[config.mk]
export PLATFORM = sky130hd
export DESIGN_NAME = fibgyro_frame_parser
export DESIGN_NICKNAME = d
export VERILOG_FILES = /design/src/rtl/fibgyro_pkg.sv /design/src/rtl/fibgyro_gap_timer.sv /design/src/rtl/fibgyro_frame_parser.sv
export SDC_FILE = /design/constraint.sdc
export NUM_CORES = 1
export LEC_CHECK = 0
export ABC_AREA = 1
export BUFFER_PORTS_ARGS = -buffer_cell sky130_fd_sc_hd__buf_2
export CAP_MARGIN = 25
export CELL_PAD_IN_SITES_DETAIL_PLACEMENT = 1
export CELL_PAD_IN_SITES_GLOBAL_PLACEMENT = 1
export CORE_MARGIN = 2
export CORE_UTILIZATION = 41
export DETAILED_ROUTE_END_ITERATION = 8
export HOLD_SLACK_MARGIN = 0.1
export PLACE_DENSITY_LB_ADDON = 0.1
export RECOVER_POWER = 50
export SETUP_SLACK_MARGIN = 0.2
export SYNTH_ARGS = -nofsm -noshare
export SYNTH_HDL_FRONTEND = slang
export SYNTH_HIERARCHICAL = 1
export SYNTH_SLANG_ARGS = --single-unit
[constraint.sdc]
create_clock -name CLK -period 2.2 [get_ports CLK]
set_input_delay 0.55 -clock CLK [delete_from_list [all_inputs] [get_ports CLK]]
set_output_delay 0.55 -clock CLK [all_outputs]
set_load 0.005 [all_outputs]
[src/rtl/fibgyro_pkg.sv]
// rtl/fibgyro_pkg.sv - shared types and constants for the fiber-gyro frame parser
// Purpose: parser state encoding and frame-format constants.
package fibgyro_pkg;

  typedef enum logic [1:0] {
    HUNT_H0 = 2'd0,
    HUNT_H1 = 2'd1,
    PAYLOAD = 2'd2,
    CHECK   = 2'd3
  } fibgy_state_t;

  localparam logic [7:0] FIBGY_HDR0        = 8'hEB;
  localparam logic [7:0] FIBGY_HDR1        = 8'h90;
  localparam int         FIBGY_PAYLOAD_LEN = 6;
  localparam int         FIBGY_FRAME_LEN   = 9;

endpackage

[src/rtl/fibgyro_gap_timer.sv]
// rtl/fibgyro_gap_timer.sv - saturating inter-byte gap timer
// Purpose: counts idle cycles between received bytes while a frame is in progress.
// Ports:
//   i_clk, i_reset : clock, synchronous active-high reset
//   i_clear        : restart the count (a byte was received)
//   i_enable       : count only while enabled, otherwise held at 0
//   o_expired      : high while enabled and the count sits at TIMEOUT_CYC
module fibgyro_gap_timer #(
  parameter int unsigned TIMEOUT_CYC = 156250
) (
  input  logic i_clk,
  input  logic i_reset,
  input  logic i_clear,
  input  logic i_enable,
  output logic o_expired
);

  localparam int unsigned TW = $clog2(TIMEOUT_CYC + 1);
  localparam logic [TW-1:0] LIMIT = TW'(TIMEOUT_CYC);

  logic [TW-1:0] r_count;

  always_ff @(posedge i_clk) begin
    if (i_reset || i_clear || !i_enable) begin
      r_count <= '0;
    end else if (r_count != LIMIT) begin
      r_count <= r_count + 1'b1;
    end
  end

  // The consumer leaves the enabled state on expiry, which clears the count,
  // so this is high for a single cycle per timeout.
  assign o_expired = i_enable && (r_count == LIMIT);

endmodule

[src/rtl/fibgyro_frame_parser.sv]
// rtl/fibgyro_frame_parser.sv - gyro telemetry frame parser with checksum and status counters
// Purpose: hunts for the EB 90 header, collects three big-endian 16-bit rates,
// verifies the 8-bit additive checksum and publishes validated rates.
// Ports:
//   CLK, RESET                       : clock, synchronous active-high reset
//   rx_valid, rx_byte                : received byte strobe and data
//   rate_x, rate_y, rate_z           : last validated rates
//   frame_valid                      : one-cycle pulse when rates update
//   frame_cnt, csum_err_cnt, timeout_cnt : wrapping status counters
//   busy                             : parser is inside a frame
module fibgyro_frame_parser
  import fibgyro_pkg::*;
#(
  parameter logic [7:0]  HDR0        = FIBGY_HDR0,
  parameter logic [7:0]  HDR1        = FIBGY_HDR1,
  parameter int unsigned TIMEOUT_CYC = 156250,
  parameter int unsigned CNT_W       = 16
) (
  input  logic             CLK,
  input  logic             RESET,
  input  logic             rx_valid,
  input  logic [7:0]       rx_byte,
  output logic [15:0]      rate_x,
  output logic [15:0]      rate_y,
  output logic [15:0]      rate_z,
  output logic             frame_valid,
  output logic [CNT_W-1:0] frame_cnt,
  output logic [CNT_W-1:0] csum_err_cnt,
  output logic [CNT_W-1:0] timeout_cnt,
  output logic             busy
);

  localparam logic [2:0] LAST_IDX = 3'(FIBGY_PAYLOAD_LEN - 1);

  fibgy_state_t                          r_state;
  logic [2:0]                            r_idx;
  logic [7:0]                            r_acc;
  logic [FIBGY_PAYLOAD_LEN-1:0][7:0]     r_shadow;
  logic                                  w_expired;

  fibgyro_gap_timer #(
    .TIMEOUT_CYC (TIMEOUT_CYC)
  ) u_gap_timer (
    .i_clk     (CLK),
    .i_reset   (RESET),
    .i_clear   (rx_valid),
    .i_enable  (r_state != HUNT_H0),
    .o_expired (w_expired)
  );

  always_ff @(posedge CLK) begin
    if (RESET) begin
      r_state      <= HUNT_H0;
      r_idx        <= '0;
      r_acc        <= '0;
      r_shadow     <= '0;
      rate_x       <= '0;
      rate_y       <= '0;
      rate_z       <= '0;
      frame_valid  <= 1'b0;
      frame_cnt    <= '0;
      csum_err_cnt <= '0;
      timeout_cnt  <= '0;
    end else begin
      frame_valid <= 1'b0;
      // An expired gap abandons the frame; a byte arriving on that same
      // cycle is dropped along with it.
      if (w_expired) begin
        r_state     <= HUNT_H0;
        timeout_cnt <= timeout_cnt + 1'b1;
      end else if (rx_valid) begin
        case (r_state)
          HUNT_H0: begin
            if (rx_byte == HDR0) r_state <= HUNT_H1;
          end
          HUNT_H1: begin
            if (rx_byte == HDR1) begin
              r_state <= PAYLOAD;
              r_idx   <= '0;
              r_acc   <= '0;
            end else if (rx_byte != HDR0) begin
              r_state <= HUNT_H0;
            end
          end
          PAYLOAD: begin
            // Shadow slot 0 is the X high byte; header values here are data.
            r_shadow[r_idx] <= rx_byte;
            r_acc           <= r_acc + rx_byte;
            r_idx           <= r_idx + 1'b1;
            if (r_idx == LAST_IDX) r_state <= CHECK;
          end
          CHECK: begin
            if (rx_byte == r_acc) begin
              rate_x      <= {r_shadow[0], r_shadow[1]};
              rate_y      <= {r_shadow[2], r_shadow[3]};
              rate_z      <= {r_shadow[4], r_shadow[5]};
              frame_valid <= 1'b1;
              frame_cnt   <= frame_cnt + 1'b1;
            end else begin
              csum_err_cnt <= csum_err_cnt + 1'b1;
            end
            r_state <= HUNT_H0;
          end
          default: r_state <= HUNT_H0;
        endcase
      end
    end
  end

  assign busy = (r_state != HUNT_H0);

endmodule

# Word-level counts from Yosys, hierarchy flattened
# Cells that the tools add are included.
[totals]
reg_bits = 176
latch_bits = 0
ramBits = 0
rom_bits = 0
input_bits = 11
out_inout_bits = 98
mem_count = 0
[op_classes]
n_addsub = 6
mul = 0
n_div = 0
order_cmp = 2
eq_ne = 14
shift = 0
n_mux = 13
bitwise = 4
reduce_logical = 15
[op_table]
columns = ["op", "count"]
rows = [
  ["16-bit by 1-bit adder with 16-bit output (second input constant)", 3],
  ["48-bit bitwise mux", 1],
  ["8-bit demux with 3-bit select", 1],
  ["18-bit by 1-bit adder with 18-bit output (second input constant)", 1],
  ["18-bit equality test (second input constant)", 1],
  ["18-bit != test (second input constant)", 1],
  ["8-bit equality test (second input constant)", 2],
  ["8-bit 2-to-1 mux", 2],
  ["8-bit case mux with 2 select lines", 1],
  ["4-bit AND reduction", 4],
  ["8-bit adder", 1],
  ["8-bit equality test", 1],
  ["2-bit 2-to-1 mux", 4],
  ["8-bit != test (second input constant)", 1],
  ["2-bit case mux with 4 select lines", 1],
  ["2-bit != test (second input constant)", 3],
  ["3-bit case mux with 2 select lines", 1],
  ["2-bit equality test (second input constant)", 2],
  ["3-bit by 4-bit less-than comparator with 1-bit output (second input constant)", 1],
  ["1-bit inverter", 4],
  ["2-bit nonzero test", 2],
  ["4-bit OR reduction", 1],
  ["3-bit by 1-bit adder with 3-bit output (second input constant)", 1],
  ["3-bit equality test (second input constant)", 1],
  ["11 further kinds", 13],
]

# Depth between registers and ports, before layout
[depth]
depth_word = 5
depth_mapped = 15
mapped_depth_nobuf = 13

# By module
# Netlist, hierarchy kept.
[modules_own_cells]
columns = ["mod", "instances", "cells_per_inst", "area_per_inst_um2", "seq_area_each_um2"]
rows = [
  ["fibgyro_frame_parser", 1, 971, 6947.9, 3163.0],
  ["fibgyro_gap_timer", 1, 164, 1064.8, 360.3],
]

# Least setup slack after synthesis
# OpenSTA, ideal clock, no wires.
[synth_path]
path_type = "reg2reg"
from = "register u_gap_timer.r_count[0]"
to = "register timeout_cnt[15]"
setup_time_ns = 0.115
arrival_ns = 1.886
required_ns = 2.085
path_slack_ns = 0.199
path_stages_with_launch = 14
cell_sequence = "dfxtp_1 > inv_1 > ha_1 > nand2_1 > nor3_1 > nor3b_2 > buf_6 > inv_1 > nor2_1 > nand2_1 > nor3_1 > nand3_1 > nand2_1 > nor2_1"
[synth_via]
elab_chain_cells = 2
[synth_rtl]
columns = ["element", "line", "text"]
rows = [
  ["start: declaration", "fibgyro_gap_timer.sv:21", "logic [TW-1:0] r_count;"],
  ["start signal: assignment", "fibgyro_gap_timer.sv:27", "r_count <= r_count + 1'b1;"],
  ["18-bit equality test", "fibgyro_gap_timer.sv:33", "assign o_expired = i_enable && (r_count == LIMIT);"],
  ["1-bit logical AND", "fibgyro_gap_timer.sv:33", ""],
  ["via w_expired", "fibgyro_frame_parser.sv:39", "logic w_expired;"],
  ["end signal: assignment", "fibgyro_frame_parser.sv:70", "timeout_cnt <= timeout_cnt + 1'b1;"],
  ["end: declaration", "fibgyro_frame_parser.sv:29", "output logic [CNT_W-1:0] timeout_cnt,"],
]
# The timed path passes the listed nets, and every way through them passes these cells.
# A chain may end at the register's enable or synchronous reset.

# Worst setup path after layout
[layout_path]
from = "register u_gap_timer.r_count[0]"
to = "register r_shadow[11] (netlist name)"
[layout_via]
elab_chain_cells = 4
[layout_rtl]
columns = ["element", "line", "text"]
rows = [
  ["18-bit equality test", "fibgyro_gap_timer.sv:33", ""],
  ["1-bit logical AND", "fibgyro_gap_timer.sv:33", ""],
  ["via w_expired", "fibgyro_frame_parser.sv:39", ""],
  ["1-bit inverter (no source line)", "-", ""],
  ["3-bit AND reduction (no source line)", "-", ""],
  ["end signal: indexed assignment", "fibgyro_frame_parser.sv:87", "r_shadow[r_idx] <= rx_byte;"],
  ["end: declaration", "fibgyro_frame_parser.sv:38", "logic [FIBGY_PAYLOAD_LEN-1:0][7:0] r_shadow;"],
]
# The timed path passes the listed nets, and every way through them passes these cells.

==> results.py <==
metrics = {
    "timing": {
        "layout_min_cycle_time_ns": 2.18,
        "finalCritPeriodShare": 0.991,
        "clock_skew_ns": 0.0115,
        "worst_margin_slew_ns": 0.498,
        "rsz0062_at_grt": "yes",
        "finalSetupViolCount": 0,
        "hold_violations": 0,
        "worst_slew_margin_rel": 0.668,
        "fmax_mhz": 459,
        "finalWorstSetupSlack_ns": 0.0206,
        "drv_slew": 0,
    },
    "synth": {
        "synthesis.area_per_instance_um2": 7.06,
        "post-synth-top-count-cell": "sky130_fd_sc_hd__nor2_1",
        "synth_cell_types": 38,
        "synth.top_cells.by_count": "sky130_fd_sc_hd__nor2_1 (254), sky130_fd_sc_hd__nand2_1 (202), sky130_fd_sc_hd__dfxtp_1 (176), sky130_fd_sc_hd__o21ai_0 (109)",
        "synth_ff_type": "sky130_fd_sc_hd__dfxtp_1",
        "synth.area.top_cells": "sky130_fd_sc_hd__dfxtp_1 (44%), sky130_fd_sc_hd__nor2_1 (12%), sky130_fd_sc_hd__nand2_1 (9.5%)",
        "yosys.area.top_type_share": 0.440,
        "synth_seq_area_share": 0.440,
        "synth_area_leader_cell": "sky130_fd_sc_hd__dfxtp_1",
        "netlist_area_mm2": 0.00801,
        "synth.net_count": 1161,
        "postSynthCellCount": 1135,
        "yosys_warnings": 6,
        "ys_seq_elements": 176,
        "async_reset_ff_frac": 0,
        "edff_count_synth": 0,
    },
    "floorplanning": {
        "placementRows": 51,
        "die_width_um": 144,
        "core_area_mm2": 0.0193,
        "die-area_mm2": 0.0207,
        "initial_utilization": 0.414,
        "die-height_um": 144,
        "total_i_o_pin_count": 109,
    },
    "cts": {
        "worst_skew_pair.late_latency_ns": 0.44,
        "cts.root.buffer_cell": "sky130_fd_sc_hd__clkbuf_16",
        "clk_transition_reported_paths_ns": 0.07,
        "cts_made_buffers": 17,
        "htreeDepth": 4,
        "cts_tree": "built",
        "clock_path_buffers": 2,
        "ctsHoldBuffers": 0,
        "cts_sinks": 176,
    },
    "placed_design": {
        "numPlacedInstances": 1523,
        "post-dp-hpwl_um": 16200,
        "dp_slack_ns": -0.0588,
        "globalplace.congestion": 0.792,
        "io_buffer_count": 108,
    },
    "grt": {
        "grt_pass1_wl_um": 39300,
        "grt_antenna_before_repair": 0,
        "grt_pass1_vias": 7887,
        "grt-ovfl-total": 0,
        "globalRouteTotalUtil": 0.240,
        "pin_count_of_the_biggest_net_entering_global_routing": 101,
    },
    "power": {
        "power_density_mw_per_mm2": 604,
        "power_mw": 6.48,
        "static-leakage-power_nw": 4.47,
        "vdd_ir_drop_max_uv": 479,
    },
    "setup_path": {
        "worst_setup_path_end_kind": "register",
        "max_stage_delay_ns": 0.33,
        "critical_path.slowest_cell": "sky130_fd_sc_hd__dfxtp_2",
        "worstRegToRegCells": 13,
        "worst-endpoint-required_ns": 2.55,
        "worstSetupPathType": "reg -> reg",
        "critPathArrivalTime_ns": 2.53,
        "setup.worst_path.start_class": "register",
        "reg2reg_from": "u_gap_timer/r_count[0]",
        "regToRegSetupSlack_ns": 0.02,
        "critical_path.reg2reg.endpoint": "r_shadow[11]",
        "critical_path.cell_chain": "inv_2 -> ha_4 -> nand2_4 -> nor3_2 -> nor3b_2 -> buf_4 -> nor2_8 -> nand2_8 -> buf_12 -> nor3_4 -> buf_6 -> o21ai_0 -> nor2_1",
        "crit_path_max_fanout": 6,
    },
    "route": {
        "routed_via_density": 5.20,
        "firstDrtPassIters": 5,
        "drc": 0,
        "first_iter_violations": 375,
        "routed-via-count": 8294,
        "ant_nets": 0,
        "detail_route.wl_per_cell_um": 17.3,
        "route.final.wire_length_um": 27500,
    },
    "min_path": {
        "holdCritPathClass": "in -> reg",
        "min_delay_path_depth": 2,
        "min-delay-start": "RESET",
        "worst_hold_path_ep": "r_idx[2]",
    },
    "layout": {
        "final-instance-count-excl-fill": 1595,
        "finished_core_util": 0.555,
        "area_growth_syn_to_layout_pct": 33.9,
        "num-nets-final": 1343,
        "layout_cell_share_with_drive_strength_beyond_1": 0.247,
        "filler_instances": 2477,
        "antenna_cells": 0,
    },
    "run_status": {
        "run_status": "complete, no violations",
    },
    "job": {
        "cap_violations": 0,
    },
}
## state kept, by name, indices dropped and copies added (netlist names), named ones only
name and cells:
csum_err_cnt 16, frame_cnt 16, frame_valid 1, r_acc 8, r_idx 3, r_shadow 48
r_state 1, rate_x 16, rate_y 16, rate_z 16, timeout_cnt 16, u_gap_timer/r_count 18
## final cells by class
class / count / area (µm²) / share of cell area
multi-input combinational: 820 / 4380 / 0.408
clock buffer: 17 / 425 / 0.0397
timing repair buffer: 206 / 1490 / 0.139
tap: 265 / 332 / 0.0309
clock inverter: 15 / 169 / 0.0157
sequential: 176 / 3530 / 0.329
inverter: 96 / 400 / 0.0373
## worst max-delay path: cells and delay by family, from the launching register on
kind,cells,cell delay [ns]
simple gates,7,1.00
buf+inv,4,0.53
flops,1,0.33
fa+ha+maj,1,0.15
compound gates,1,0.08
## placed cells by master, fill, tap and decap left out, types with 32 or more instances in the layout
master                     instances
sky130_fd_sc_hd__a21oi_1          75
sky130_fd_sc_hd__buf_2            47
sky130_fd_sc_hd__buf_4            64
sky130_fd_sc_hd__clkbuf_1         63
sky130_fd_sc_hd__dfxtp_1         170
sky130_fd_sc_hd__inv_1            75
sky130_fd_sc_hd__nand2_1         197
sky130_fd_sc_hd__nand3_1          51
sky130_fd_sc_hd__nor2_1          215
sky130_fd_sc_hd__nor2_2           32
sky130_fd_sc_hd__o21ai_0          44
sky130_fd_sc_hd__o21ai_1          46
sky130_fd_sc_hd__o21ai_2          34
## kinds of logic after synthesis
family	share of synthesized area
DFF	0.440
and+or+nand+nor	0.308
xor gates and xnor gates	0.0175
adders and majority gates	0.0244
AOI/OAI and AO/OA	0.134
buffers and inverters	0.0757
## per-stage QoR
stage	hold slack, ns	area (µm²)	TNS, ns
floorplan	0.449	8020	0
CTS	0.469	10100	0
global route	0.481	10700	-0.839
global placement	0.464	9140	0
detailed placement	0.466	9140	-0.132
finish	0.477	10700	0
## layer usage
metal | track usage | up-vias | share of wire
li1 | - | 4036 | -
met1 | 0.302 | 4031 | 0.43
met2 | 0.424 | 175 | 0.51
met3 | 0.0340 | 52 | 0.032
met4 | 0.0774 | 0 | 0.026
met5 | 0 | - | 0
## worst max-delay path by stage
stage               slack [ns]  depth (start not counted)            end                   start
floorplan                 0.23                         14     rate_z[12]  u_gap_timer/r_count[0]
global placement          0.03                         11  frame_cnt[10]              rx_byte[1]
detailed placement       -0.06                         11  frame_cnt[10]              rx_byte[2]
CTS                       0.15                         15   frame_cnt[0]  u_gap_timer/r_count[0]
global route             -0.08                         13   r_shadow[11]  u_gap_timer/r_count[0]
finish                    0.02                         13   r_shadow[11]  u_gap_timer/r_count[0]
## power by group
group | internal [mW] | switching (mW)
clock | 1.62 | 1.48
combinational | 0.0588 | 0.135
sequential | 3.18 | 0.000164
total | 4.86 | 1.61
## timing repair
action | 4_1_cts | 5_1_grt
gates resized for setup | 59 | 189
pin swaps | 13 | 32
endpoints found under the setup margin | 104 | 132
setup buffers | 11 | 19
gates cloned | 3 | 7
endpoints found under the hold margin | 0 | 0
(Power assumes the default switching activity.)
